File: src/rtl/ks_arb_pkg.sv
// Shared types and constants for the two-requester Kogge-Stone add sequencer.
// Optional subtract support is enabled with the KS_ARB_SUB_EN macro.
package ks_arb_pkg;

    typedef enum logic [1:0] {
        IDLE,
        RUN,
        DONE
    } state_t;

    localparam int NBYTES_DEF = 4;

    // Byte index width, kept at least one bit wide for single-byte builds
    function automatic int kw_of(input int n);
        return (n > 1) ? $clog2(n) : 1;
    endfunction

    localparam int KW_DEF = kw_of(NBYTES_DEF);

endpackage

File: src/rtl/ks_adder8_core.sv
// Combinational 8-bit Kogge-Stone adder: three prefix levels (span 1, 2, 4).
// Carry-in is folded into the bit-0 generate so the prefix yields every carry.
module ks_adder8_core (
    input  logic [7:0] a,
    input  logic [7:0] b,
    input  logic       cin,
    output logic [7:0] sum,
    output logic       cout
);

    logic [7:0] p;
    logic [7:0] g0;
    logic [7:0] g1;
    logic [7:0] p1;
    logic [7:0] g2;
    logic [7:0] p2;
    logic [7:0] g3;

    assign p  = a ^ b;
    assign g0 = (a & b) | {7'b0, p[0] & cin};

    assign g1 = g0 | (p & {g0[6:0], 1'b0});
    assign p1 = p & {p[6:0], 1'b1};

    assign g2 = g1 | (p1 & {g1[5:0], 2'b0});
    assign p2 = p1 & {p1[5:0], 2'b11};

    assign g3 = g2 | (p2 & {g2[3:0], 4'b0});

    assign sum  = p ^ {g3[6:0], cin};
    assign cout = g3[7];

endmodule

File: src/rtl/ks_add_arbiter.sv
// Round-robin arbiter and LSB-first byte sequencer around one 8-bit KS adder.
// Define KS_ARB_SUB_EN to add the per-requester req_sub (subtract) input.
module ks_add_arbiter
    import ks_arb_pkg::*;
#(
    parameter int NBYTES = NBYTES_DEF
) (
    input  logic                clk,
    input  logic                rst_n,
    input  logic                ena,
    input  logic [1:0]          req_valid,
    output logic [1:0]          req_ready,
    input  logic [8*NBYTES-1:0] req_a0,
    input  logic [8*NBYTES-1:0] req_b0,
    input  logic [8*NBYTES-1:0] req_a1,
    input  logic [8*NBYTES-1:0] req_b1,
    input  logic [1:0]          req_cin,
`ifdef KS_ARB_SUB_EN
    input  logic [1:0]          req_sub,
`endif
    output logic                rsp_valid,
    input  logic                rsp_ready,
    output logic                rsp_id,
    output logic [8*NBYTES-1:0] rsp_sum,
    output logic                rsp_cout
);

    localparam int W  = 8 * NBYTES;
    localparam int KW = kw_of(NBYTES);
    localparam logic [KW-1:0] KLAST = KW'(NBYTES - 1);

    state_t state;
    state_t state_next;

    logic          last_grant;
    logic          gsel;
    logic          accept;
    logic          id_lat;
    logic          carry;
    logic [KW-1:0] k;
    logic [KW+2:0] bofs;
    logic [W-1:0]  a_lat;
    logic [W-1:0]  b_lat;
    logic [W-1:0]  sum_lat;
    logic [W-1:0]  a_in;
    logic [W-1:0]  b_in;
    logic          c_in;
    logic [7:0]    a_byte;
    logic [7:0]    b_byte;
    logic [7:0]    s_byte;
    logic          c_byte;

    // Tie goes to the requester that did not win last time
    always_comb begin
        gsel = req_valid[1];
        if (req_valid == 2'b11) begin
            gsel = ~last_grant;
        end
    end

    always_comb begin
        req_ready = 2'b00;
        if (rst_n && ena && (state == IDLE)) begin
            req_ready[gsel] = req_valid[gsel];
        end
    end

    assign accept = |req_ready;

    always_comb begin
        a_in = gsel ? req_a1 : req_a0;
        b_in = gsel ? req_b1 : req_b0;
        c_in = req_cin[gsel];
`ifdef KS_ARB_SUB_EN
        if (req_sub[gsel]) begin
            b_in = ~b_in;
            c_in = 1'b1;
        end
`endif
    end

    always_comb begin
        state_next = state;
        unique case (state)
            IDLE: begin
                if (accept) begin
                    state_next = RUN;
                end
            end
            RUN: begin
                if (k == KLAST) begin
                    state_next = DONE;
                end
            end
            DONE: begin
                if (rsp_ready) begin
                    state_next = IDLE;
                end
            end
            default: state_next = IDLE;
        endcase
    end

    assign bofs   = {k, 3'b000};
    assign a_byte = a_lat[bofs +: 8];
    assign b_byte = b_lat[bofs +: 8];

    ks_adder8_core u_core (
        .a    (a_byte),
        .b    (b_byte),
        .cin  (carry),
        .sum  (s_byte),
        .cout (c_byte)
    );

    always_ff @(posedge clk) begin
        if (!rst_n) begin
            state      <= IDLE;
            last_grant <= 1'b1;
            id_lat     <= 1'b0;
            carry      <= 1'b0;
            k          <= '0;
            a_lat      <= '0;
            b_lat      <= '0;
            sum_lat    <= '0;
        end else if (ena) begin
            state <= state_next;
            if (accept) begin
                a_lat      <= a_in;
                b_lat      <= b_in;
                carry      <= c_in;
                id_lat     <= gsel;
                last_grant <= gsel;
                k          <= '0;
            end
            if (state == RUN) begin
                sum_lat[bofs +: 8] <= s_byte;
                carry              <= c_byte;
                if (k != KLAST) begin
                    k <= k + 1'b1;
                end
            end
        end
    end

    // After the last byte the carry register holds the top-byte carry out
    assign rsp_valid = (state == DONE);
    assign rsp_id    = id_lat;
    assign rsp_sum   = sum_lat;
    assign rsp_cout  = carry;

endmodule

File: config.mk
export PLATFORM = sky130hd
export DESIGN_NAME = ks_add_arbiter
export DESIGN_NICKNAME = d
export VERILOG_FILES = /design/src/rtl/ks_arb_pkg.sv /design/src/rtl/ks_adder8_core.sv /design/src/rtl/ks_add_arbiter.sv
export SDC_FILE = /design/constraint.sdc
export NUM_CORES = 1
export LEC_CHECK = 0
export BUFFER_PORTS_ARGS = -buffer_cell sky130_fd_sc_hd__buf_2
export CELL_PAD_IN_SITES_DETAIL_PLACEMENT = 1
export CELL_PAD_IN_SITES_GLOBAL_PLACEMENT = 1
export CORE_MARGIN = 1.5
export CORE_UTILIZATION = 42
export DETAILED_ROUTE_END_ITERATION = 10
export GPL_TIMING_DRIVEN = 0
export PLACE_DENSITY = 0.93
export SYNTH_ARGS = -nofsm -noshare
export SYNTH_HDL_FRONTEND = slang
export SYNTH_SLANG_ARGS = --single-unit
File: constraint.sdc
create_clock -name clk -period 9.2 [get_ports clk]
set_input_delay 0.46 -clock clk [delete_from_list [all_inputs] [get_ports clk]]
set_output_delay 0.46 -clock clk [all_outputs]
set_load 0.05 [all_outputs]
==> results of run 1 <==
-- power breakdown --
group | switching, uW | leakage (uW) | total, uW | internal (uW)
clock network | 185 | 0.000158 | 427 | 242
registers | 15.5 | 0.000840 | 483 | 467
logic | 101 | 0.00256 | 183 | 82.1
-- stage by stage --
step / std cells / hold slack [ps] / total power, uW / area [um2] / utilization
after detailed placement: 840 / 466 / 671 / 6340 / 0.524
after global routing: 856 / 470 / 1130 / 6670 / 0.551
after global placement: 840 / 443 / 659 / 6340 / 0.524
final: 856 / 448 / 1090 / 6670 / 0.551
after floorplan: 501 / 454 / 599 / 5280 / -
after CTS: 856 / 454 / 1090 / 6670 / 0.551
-- path summary, 6_finish.rpt --
check,depth (start not counted),slack [ps],to,from
hold / removal,4,450,a_lat[3]$_SDFFE_PN0P_,req_a0[3]
setup reg to reg,10,5000,rsp_sum[6]$_SDFFE_PN0P_,k[1]$_SDFFE_PN0P_
setup / recovery,10,5000,rsp_sum[6]$_SDFFE_PN0P_,k[1]$_SDFFE_PN0P_
hold reg to reg,2,470,rsp_sum[13]$_SDFFE_PN0P_,rsp_sum[13]$_SDFFE_PN0P_
-- metal layers --
layer | track usage | up-vias
met5 | 0 | -
met4 | 0.141 | 0
met3 | 0.0348 | 47
met2 | 0.496 | 213
met1 | 0.320 | 2377
li1 | - | 2215
-- registers in the layout, indices dropped and copies added (netlist names) --
| signal | cells |
|---|---|
| b_lat | 32 |
| k | 2 |
| a_lat | 32 |
| rsp_cout | 1 |
| state | 2 |
| last_grant | 1 |
| rsp_id | 1 |
| rsp_sum | 32 |
-- layout make-up --
class / count / area, um2 / share of cell area
Multi-Input combinational cell: 355 / 3000 / 0.449
Clock buffer: 9 / 225 / 0.0338
Clock inverter: 7 / 101 / 0.0152
Buffer: 39 / 201 / 0.0302
Tap cell: 168 / 210 / 0.0315
Timing Repair Buffer: 171 / 856 / 0.128
Sequential cell: 103 / 2060 / 0.309
Inverter: 4 / 15.0 / 0.00225
-- logic make-up after synthesis --
logic type | synth area share
compound gates | 0.196
xor+xnor | 0.00830
fa+ha+maj | 0.0384
buf+inv | 0.0410
flops | 0.391
mux | 0.192
simple gates | 0.134
-- critical path, cell delays in order (launching register included) --
cell	delay, ps
sky130_fd_sc_hd__dfxtp_1	400
sky130_fd_sc_hd__clkbuf_1	510
sky130_fd_sc_hd__buf_1	560
sky130_fd_sc_hd__mux4_2	460
sky130_fd_sc_hd__fa_1	480
sky130_fd_sc_hd__fa_1	440
sky130_fd_sc_hd__a21oi_1	230
sky130_fd_sc_hd__o21ai_0	180
sky130_fd_sc_hd__a21oi_1	210
sky130_fd_sc_hd__xor2_1	420
sky130_fd_sc_hd__o21ai_0	170
-- cell usage after synthesis (all sizes together) (3+ instances only) --
master / number / area [um2]
a211oi: 3 / 22.5
a21boi: 3 / 22.5
a21oi: 5 / 25.0
a22oi: 21 / 158
buf: 23 / 138
clkbuf: 16 / 63.8
dfxtp: 103 / 2060
ha: 13 / 163
inv: 4 / 15.0
mux2i: 65 / 651
mux4: 16 / 360
nand2: 79 / 327
nand3: 13 / 65.1
nor2b: 23 / 144
nor3: 3 / 15.0
nor4b: 3 / 71.3
o211a: 64 / 641
o21a: 3 / 22.5
o21ai: 17 / 85.1
xor2: 3 / 26.3
==> results.md, run 1 <==
- Setup WS pre-CTS: 5170 ps
- Minimum period implied by the final worst setup slack: 4200 ps
- Setup Skew: 14.9 ps
- Chip width: 115 um
- Slew margin rel.: 0.576
- Uppermost signal routing layer after detailed routing: met4
- Layout-stage area growth over the synthesis result: 26.4%
- Register area share after synthesis: 0.391
- YS warnings: 0
- DR WL/cell: 20.7 um
- Crit Path Category: flip-flop to flip-flop
- Number of filler instances in the final layout: 1436
- Number of buffers inserted by hold repair at cts: 0
- CTS root buf: sky130_fd_sc_hd__clkbuf_16
- Via count: 4852
- M1 wire length: 7.05 mm
- Via count of the first global-routing pass: 5228
- Fmax: 0.238 GHz
- Average cell area after synthesis: 10.5 um2
- Die Span Y: 115 um
- Number of buffers inserted by post-CTS setup repair: 0
- Final wirelength: 17.7 mm
- Starting density of the core: 0.436
- Antenna violations before repair: 0
- Post-synth EDFFs: 0
- Synthesized net count: 652
- Number of violations of the max-capacitance limit: 0
- H-tree depth reported by CTS: 3
- Arrival time at the worst endpoint: 4410 ps
- Worst hold-check path type: input port to flip-flop
- Post-synthesis cell type count: 45
- Most used cells in the layout excluding fill and tap cells: 185 x sky130_fd_sc_hd__buf_2, 103 x sky130_fd_sc_hd__dfxtp_1, 73 x sky130_fd_sc_hd__nand2_1, 65 x sky130_fd_sc_hd__mux2i_1, 64 x sky130_fd_sc_hd__o211a_1
- Most common library cell in the layout ignoring fill and taps: sky130_fd_sc_hd__buf_2
- Clock buffers created by TritonCTS: 9
- Period utilization: 0.457
- Final setup viols: 0
- Met3 wire len: 847 um
- Router iterations before antenna repair: 5
- TNS Setup: 0 ps
- Status: finished clean
- Worst vdd rail ir drop: 0.115 mV
- Netlist area before placement: 5280 um2
- Skew-Pair Late Insertion Delay: 360 ps
- Maximum number of pins on one net before global-route repair: 19
- CP Launch Type: flip-flop
- Via-to-Cell Ratio: 5.67
- Number of top-level design ports: 173
- Tot GR Track Use: 0.275
- Final GP Congestion: 0.829
- Sink count of the clock tree: 103
- Global route overflow: 0
- First-pass GRT wire length: 27.7 mm
- Full die area: 13200 um2
- HPWL after DPL: 13.4 mm
- Longest Clk Path Bufs: 2
- Clock tree from TritonCTS: yes
- Cell Rows: 40
- Total met2 wirelength after detailed routing: 9.15 mm
- Count of input and output buffers: 171
- Drt drc: 0
- Number of design-rule violations left by the first detailed-router iteration: 334
- Maximum fanout count along the critical path: 10
- Total count of max-transition violations in the final report: 0
- Hold violation total from the final report: 0
- Worst Max-Slew Pin Slew: 636 ps
- Antenna fix cells: 0
- Category of the worst setup path capture point: flip-flop
- CTS clk-pin slew, worst paths: 80 ps
- Syn Inst Count: 501
- DRT antenna net count: 0
- Power density over the cells: 164 nW/um2
- Unrepaired setup endpoints after global routing: false
- Required time reported for the critical path endpoint: 9410 ps
- Count of nets after finishing: 834
- Static leakage: 0.00356 uW
- Flip-flop and latch count after synthesis: 103
- Worst Slack Setup Final: 5000 ps
- Number of instances resized during post-cts repair: 0
- Synth async-reset ratio: 0
- Area of the placeable core: 12100 um2
- Proportion of layout cells with a drive suffix above 1: 0.344
- Predominant post-synthesis flop cell: sky130_fd_sc_hd__dfxtp_1
No activity file was read; power rests on OpenSTA's default activity.
==> run 2: changes to the inputs <==
--- a/config.mk
+++ b/config.mk
@@ -5,14 +5,15 @@
 export SDC_FILE = /design/constraint.sdc
 export NUM_CORES = 1
 export LEC_CHECK = 0
+export ABC_AREA = 1
 export BUFFER_PORTS_ARGS = -buffer_cell sky130_fd_sc_hd__buf_2
 export CELL_PAD_IN_SITES_DETAIL_PLACEMENT = 1
 export CELL_PAD_IN_SITES_GLOBAL_PLACEMENT = 1
 export CORE_MARGIN = 1.5
-export CORE_UTILIZATION = 42
+export CORE_UTILIZATION = 35
 export DETAILED_ROUTE_END_ITERATION = 10
 export GPL_TIMING_DRIVEN = 0
-export PLACE_DENSITY = 0.93
+export PLACE_DENSITY = 0.87
 export SYNTH_ARGS = -nofsm -noshare
 export SYNTH_HDL_FRONTEND = slang
 export SYNTH_SLANG_ARGS = --single-unit
==> constraint.sdc (replaced) <==
create_clock -name clk -period 4 [get_ports clk]
set_input_delay 0.2 -clock clk [delete_from_list [all_inputs] [get_ports clk]]
set_output_delay 0.2 -clock clk [all_outputs]
set_load 0.05 [all_outputs]
==> run 2 against run 1 <==
Clock-buffer cell count grew 1. Non-clock buffer count increased by 13. Fmax up 19%. Critical path type unchanged. Critical endpoint is now rsp_sum[14]$_SDFFE_PN0P_.
==> results.md, run 2 <==
- DRT antenna net count: 0
- Average cell area after synthesis: 7.13 um2
- Starting density of the core: 0.355
- Portion of synthesized cell area occupied by the leading cell type: 0.402
- Netlist area before placement: 5130 um2
- Top cell types by occurrence after synthesis: 211 x sky130_fd_sc_hd__nand2_1, 103 x sky130_fd_sc_hd__dfxtp_1, 77 x sky130_fd_sc_hd__o21ai_0
- Die Span Y: 124 um
- Sum of internal, switching and leakage power: 2550 uW
- HPWL after DPL: 14.5 mm
- Unrepaired setup endpoints after global routing: false
- Worst hold-check path type: input port to flip-flop
- Top-count cell post-synth: sky130_fd_sc_hd__nand2_1
- Number of top-level design ports: 173
- Skew-Pair Late Insertion Delay: 370 ps
- Maximum number of pins on one net before global-route repair: 18
- Full die area: 15400 um2
- Post-synth EDFFs: 0
- Number of instances resized during post-cts repair: 0
- Hold violation total from the final report: 0
- Arrival time at the worst endpoint: 3840 ps
- Number of buffers inserted by hold repair at cts: 0
- Period utilization: 0.885
- Antenna fix cells: 0
- H-tree depth reported by CTS: 3
- CTS clk-pin slew, worst paths: 70 ps
- Cell Rows: 44
- Global route overflow: 0
- DR WL/cell: 17.2 um
- Most used cells in the layout excluding fill and tap cells: 211 x sky130_fd_sc_hd__nand2_1, 187 x sky130_fd_sc_hd__buf_2, 103 x sky130_fd_sc_hd__dfxtp_1, 77 x sky130_fd_sc_hd__o21ai_0, 64 x sky130_fd_sc_hd__a31oi_1
- Chip width: 124 um
- Proportion of layout cells with a drive suffix above 1: 0.245
- Synth area leader: sky130_fd_sc_hd__dfxtp_1
- Hold Slack: 96.7 ps
- Antenna violations before repair: 0
- Drt drc: 0
- Register area share after synthesis: 0.402
- Flip-flop and latch count after synthesis: 103
- Count of input and output buffers: 172
- Final setup viols: 0
- Worst Max-Slew Pin Slew: 590 ps
- Synth async-reset ratio: 0
- Predominant post-synthesis flop cell: sky130_fd_sc_hd__dfxtp_1
- Number of buffers inserted by post-CTS setup repair: 0
- Syn Inst Count: 719
- Clock buffers created by TritonCTS: 9
- Worst vdd rail ir drop: 0.240 mV
- Slew margin rel.: 0.607
- Crit Path Category: flip-flop to flip-flop
- First-pass GRT wire length: 29.0 mm
- Synthesized net count: 870
- Total count of max-transition violations in the final report: 0
- Status: finished clean
- Cells taking the most area after synthesis: sky130_fd_sc_hd__dfxtp_1 40%, sky130_fd_sc_hd__nand2_1 15%, sky130_fd_sc_hd__a31oi_1 7.8%, sky130_fd_sc_hd__o21ai_0 7.5%, sky130_fd_sc_hd__a21oi_1 3.8%
- Number of design-rule violations left by the first detailed-router iteration: 379
- Area of the placeable core: 14400 um2
- CTS root buf: sky130_fd_sc_hd__clkbuf_16
- Count of nets after finishing: 1053
- Required time reported for the critical path endpoint: 4300 ps
- Clock tree from TritonCTS: yes
- Most common library cell in the layout ignoring fill and taps: sky130_fd_sc_hd__nand2_1
- Static leakage: 0.00300 uW
- Final GP Congestion: 0.931
- Maximum fanout count along the critical path: 10
- Minimum period implied by the final worst setup slack: 3540 ps
- Category of the worst setup path capture point: flip-flop
- CP Launch Type: flip-flop
- Layout-stage area growth over the synthesis result: 27.7%
- Via count of the first global-routing pass: 5703
- Fmax: 0.282 GHz
- Setup Skew: 7.99 ps
- Router iterations before antenna repair: 4
- TNS Setup: 0 ps
- Via count: 5697
- Power density over the cells: 389 nW/um2
- Post-synthesis cell type count: 31
- Via-to-Cell Ratio: 5.22
- Number of violations of the max-capacitance limit: 0
- Final wirelength: 18.8 mm
- Longest Clk Path Bufs: 2
- Sink count of the clock tree: 103
- Tot GR Track Use: 0.250
- YS warnings: 0
## run 2: cell type report
cell class	instances	area, um2
fill	1939	7880
multi-input combinational	536	2720
sequential	103	2060
timing repair buffer	172	861
buffer	51	240
clock buffer	10	239
tap	184	230
inverter	29	109
clock inverter	6	91.3
## run 2: kinds of logic after synthesis
family / Yosys count / synth area share
fa+ha+maj: 15 / 0.0395
flops: 103 / 0.402
compound gates: 224 / 0.242
xor+xnor: 3 / 0.00513
buf+inv: 80 / 0.0681
simple gates: 294 / 0.243
## run 2: metal layers
metal	up-vias	track usage	wire [um]
met5	-	0	0
met4	0	0.0859	381
met3	27	0.0522	1160
met2	196	0.437	9180
met1	2649	0.304	8080
li1	2825	-	-
## run 2: path summary, 6_finish.rpt
| kind | startpoint | endpoint | slack (ps) | depth (start not counted) |
|---|---|---|---|---|
| setup / recovery | k[0]$_SDFFE_PN0P_ | rsp_sum[14]$_SDFFE_PN0P_ | 460 | 17 |
| hold / removal | req_a0[8] | a_lat[8]$_SDFFE_PN0P_ | 100 | 3 |
| setup reg to reg | k[0]$_SDFFE_PN0P_ | rsp_sum[14]$_SDFFE_PN0P_ | 460 | 17 |
| hold reg to reg | rsp_sum[29]$_SDFFE_PN0P_ | rsp_sum[29]$_SDFFE_PN0P_ | 470 | 2 |
## run 2: stage by stage
step	utilization	cells	setup WS, ps	instance area (um2)
finish	0.454	1091	460	6550
global route	0.454	1091	211	6550
CTS	0.454	1091	503	6550
detailed placement	0.431	1075	610	6220
global placement	0.431	1075	692	6220
floorplan	-	719	1190	5130
## run 2: worst max-delay path: stages (launching register included)
cell and delay [ps]:
sky130_fd_sc_hd__dfxtp_1 410, sky130_fd_sc_hd__buf_2 260, sky130_fd_sc_hd__inv_1 70, sky130_fd_sc_hd__buf_2 200
sky130_fd_sc_hd__clkbuf_1 260, sky130_fd_sc_hd__o21ai_0 220, sky130_fd_sc_hd__o22ai_1 140, sky130_fd_sc_hd__fa_1 440
sky130_fd_sc_hd__fa_1 410, sky130_fd_sc_hd__nand2_1 90, sky130_fd_sc_hd__nand2_1 70, sky130_fd_sc_hd__nand3_1 90
sky130_fd_sc_hd__nand2_1 60, sky130_fd_sc_hd__nand2_1 190, sky130_fd_sc_hd__nand3_1 150, sky130_fd_sc_hd__nor2_1 210
sky130_fd_sc_hd__nand2_1 90, sky130_fd_sc_hd__a21oi_1 120
## run 2: report_power, final
group          leakage, uW  internal (uW)  total (uW)  switching [uW]
Sequential        0.000840           1080        1120            38.2
Clock             0.000163            569         985             416
Combinational      0.00199            160         446             286
Total              0.00300           1810        2550             741
==> run 3: changes to the inputs <==
--- a/config.mk
+++ b/config.mk
@@ -5,15 +5,14 @@
 export SDC_FILE = /design/constraint.sdc
 export NUM_CORES = 1
 export LEC_CHECK = 0
-export ABC_AREA = 1
 export BUFFER_PORTS_ARGS = -buffer_cell sky130_fd_sc_hd__buf_2
 export CELL_PAD_IN_SITES_DETAIL_PLACEMENT = 1
 export CELL_PAD_IN_SITES_GLOBAL_PLACEMENT = 1
 export CORE_MARGIN = 1.5
-export CORE_UTILIZATION = 35
+export CORE_UTILIZATION = 39
 export DETAILED_ROUTE_END_ITERATION = 10
 export GPL_TIMING_DRIVEN = 0
-export PLACE_DENSITY = 0.87
+export PLACE_DENSITY = 0.88
 export SYNTH_ARGS = -nofsm -noshare
 export SYNTH_HDL_FRONTEND = slang
 export SYNTH_SLANG_ARGS = --single-unit
==> run 3 against run 2 <==
Sequential power about the same. Highest routed layer unchanged. Die area is 7.5% lower. Cell area rose by 1.3%.
==> results.md, run 3 (synthesis results as in run 1) <==
- Final wirelength: 17.1 mm
- Cell count after placement: 848
- Status: finished clean
- Number of top-level design ports: 173
- Unrepaired setup endpoints after global routing: false
- Antenna fix cells: 0
- Full die area: 14200 um2
- Met1 track demand over resource: 0.285
- Setup Skew: 11.5 ps
- Most used cells in the layout excluding fill and tap cells: 184 x sky130_fd_sc_hd__buf_2, 103 x sky130_fd_sc_hd__dfxtp_1, 73 x sky130_fd_sc_hd__nand2_1, 65 x sky130_fd_sc_hd__mux2i_1, 64 x sky130_fd_sc_hd__o211a_1
- Via count: 4760
- Final standard cell count with taps included and fillers excluded: 863
- Starting density of the core: 0.398
- Worst vdd rail ir drop: 0.198 mV
- Final GP Congestion: 0.827
- Longest Clk Path Bufs: 2
- Worst hold-check path type: input port to flip-flop
- Crit Path Category: flip-flop to flip-flop
- Static leakage: 0.00353 uW
- Clock buffers created by TritonCTS: 9
- Sink count of the clock tree: 103
- Cell Rows: 42
- Layout-stage area growth over the synthesis result: 25.7%
- Tot GR Track Use: 0.247
- Internal reg-to-reg setup slack: 240 ps
- Router iterations before antenna repair: 5
- Global route overflow: 0
- Slew margin rel.: 0.533
- Power density over the cells: 360 nW/um2
- TNS Setup: 0 ps
- Count of input and output buffers: 171
- Category of the worst setup path capture point: flip-flop
- Terminus of the critical flop-to-flop path: rsp_sum[6]$_SDFFE_PN0P_
- Number of violations of the max-capacitance limit: 0
- Maximum number of pins on one net before global-route repair: 19
- Drt drc: 0
- Minimum period implied by the final worst setup slack: 3760 ps
- Share of the core filled with cells: 0.501
- Period utilization: 0.940
- Layer with the highest usage after global routing: met2
- CP Launch Type: flip-flop
- Count of nets after finishing: 833
- Maximum fanout count along the critical path: 10
- Clock tree from TritonCTS: yes
- Skew-Pair Late Insertion Delay: 350 ps
- Sum of internal, switching and leakage power: 2380 uW
- Final setup viols: 0
- Proportion of layout cells with a drive suffix above 1: 0.344
- Number of buffers inserted by post-CTS setup repair: 0
- Via-to-Cell Ratio: 5.52
- Most common library cell in the layout ignoring fill and taps: sky130_fd_sc_hd__buf_2
- GR met2 Demand/Resource: 0.452
- Met3 Usage GRT: 0.0311
- Worst Max-Slew Pin Slew: 700 ps
- Worst Hold Depth: 4
- Fmax: 0.266 GHz
- DR WL/cell: 19.9 um
- CTS clk-pin slew, worst paths: 80 ps
- Required time reported for the critical path endpoint: 4220 ps
- Number of cells on the worst reg-to-reg path: 10
- Beginning of the worst register-to-register path: k[1]$_SDFFE_PN0P_
- Arrival time at the worst endpoint: 3980 ps
- Number of design-rule violations left by the first detailed-router iteration: 279
- Area of the placeable core: 13200 um2
- First-pass GRT wire length: 27.3 mm
- DRT antenna net count: 0
- HPWL after DPL: 13.1 mm
- Via count of the first global-routing pass: 5203
- CTS root buf: sky130_fd_sc_hd__clkbuf_16
- Start point of the worst hold path: req_a0[14]
- Die Span Y: 119 um
- Total count of max-transition violations in the final report: 0
- Chip width: 119 um
- Number of buffers inserted by hold repair at cts: 0
- Antenna violations before repair: 0
- Hold violation total from the final report: 0
- Hold-critical path endpoint: a_lat[14]$_SDFFE_PN0P_
- H-tree depth reported by CTS: 3
-- run 3: changes by cell type in the layout (fill, tap and decap cells not counted), sizes merged, moves of 16 or more --
cell,previous run,this run
nor2b,0,23
nand2,216,79
o211a,0,64
nor2,48,2
a21oi,39,5
o21ai,102,17
inv,29,6
mux4,0,16
mux2i,0,65
a22oi,0,21
a31oi,65,0
-- run 3: final cells by class --
class	count	area (um2)
multi-input cells	355	3000
flip-flops and latches	103	2060
clock inverters	6	53.8
clock buffers	10	229
plain buffers	38	198
fillers	1552	6610
well taps	176	220
repair buffers	171	856
inverters	4	15.0
-- run 3: critical path, stage by stage, from the launching register on --
cell and delay, ps:
sky130_fd_sc_hd__dfxtp_1 380, sky130_fd_sc_hd__clkbuf_1 450, sky130_fd_sc_hd__clkbuf_2 400, sky130_fd_sc_hd__mux4_2 410, sky130_fd_sc_hd__fa_1 470, sky130_fd_sc_hd__fa_1 430
sky130_fd_sc_hd__a21oi_1 220, sky130_fd_sc_hd__o21ai_0 170, sky130_fd_sc_hd__a21oi_1 200, sky130_fd_sc_hd__xor2_1 340, sky130_fd_sc_hd__o21ai_0 150
-- run 3: stage by stage --
| step | area [um2] | setup slack [ps] | hold slack, ps |
|---|---|---|---|
| floorplan | 5280 | 751 | 426 |
| global placement | 6350 | 153 | 445 |
| detailed placement | 6350 | 64.2 | 451 |
| CTS | 6630 | 39.0 | 204 |
| global route | 6630 | 49.8 | 211 |
| finish | 6630 | 242 | 203 |
-- run 3: metal layers --
| layer | share of wire | vias to the layer above |
|---|---|---|
| met5 | 0 | - |
| met4 | 0.034 | 0 |
| met3 | 0.047 | 37 |
| met2 | 0.51 | 192 |
| met1 | 0.41 | 2306 |
| li1 | - | 2225 |
-- run 3: timing repair --
item | CTS | global route
endpoints found under the hold margin | 0 | 0
resized for setup | 0 | 1
endpoints found under the setup margin | 0 | 4
-- run 3: how the worst max path moves through the flow --
stage	from	slack [ps]	end	cells past startpoint
global placement	k[1]$_SDFFE_PN0P_	150	rsp_sum[30]$_SDFFE_PN0P_	10
floorplan	k[0]$_SDFFE_PN0P_	750	rsp_sum[30]$_SDFFE_PN0P_	10
CTS	k[1]$_SDFFE_PN0P_	40	rsp_sum[6]$_SDFFE_PN0P_	10
detailed placement	k[1]$_SDFFE_PN0P_	60	rsp_sum[6]$_SDFFE_PN0P_	10
global route	k[1]$_SDFFE_PN0P_	50	rsp_sum[6]$_SDFFE_PN0P_	10
finish	k[1]$_SDFFE_PN0P_	240	rsp_sum[6]$_SDFFE_PN0P_	10
-- run 3: power by group --
| group | internal (uW) | leakage, uW | total (uW) | switching [uW] |
|---|---|---|---|---|
| Clock | 433 | 0.000129 | 855 | 422 |
| Combinational | 189 | 0.00256 | 418 | 229 |
| Sequential | 1070 | 0.000840 | 1110 | 36.3 |
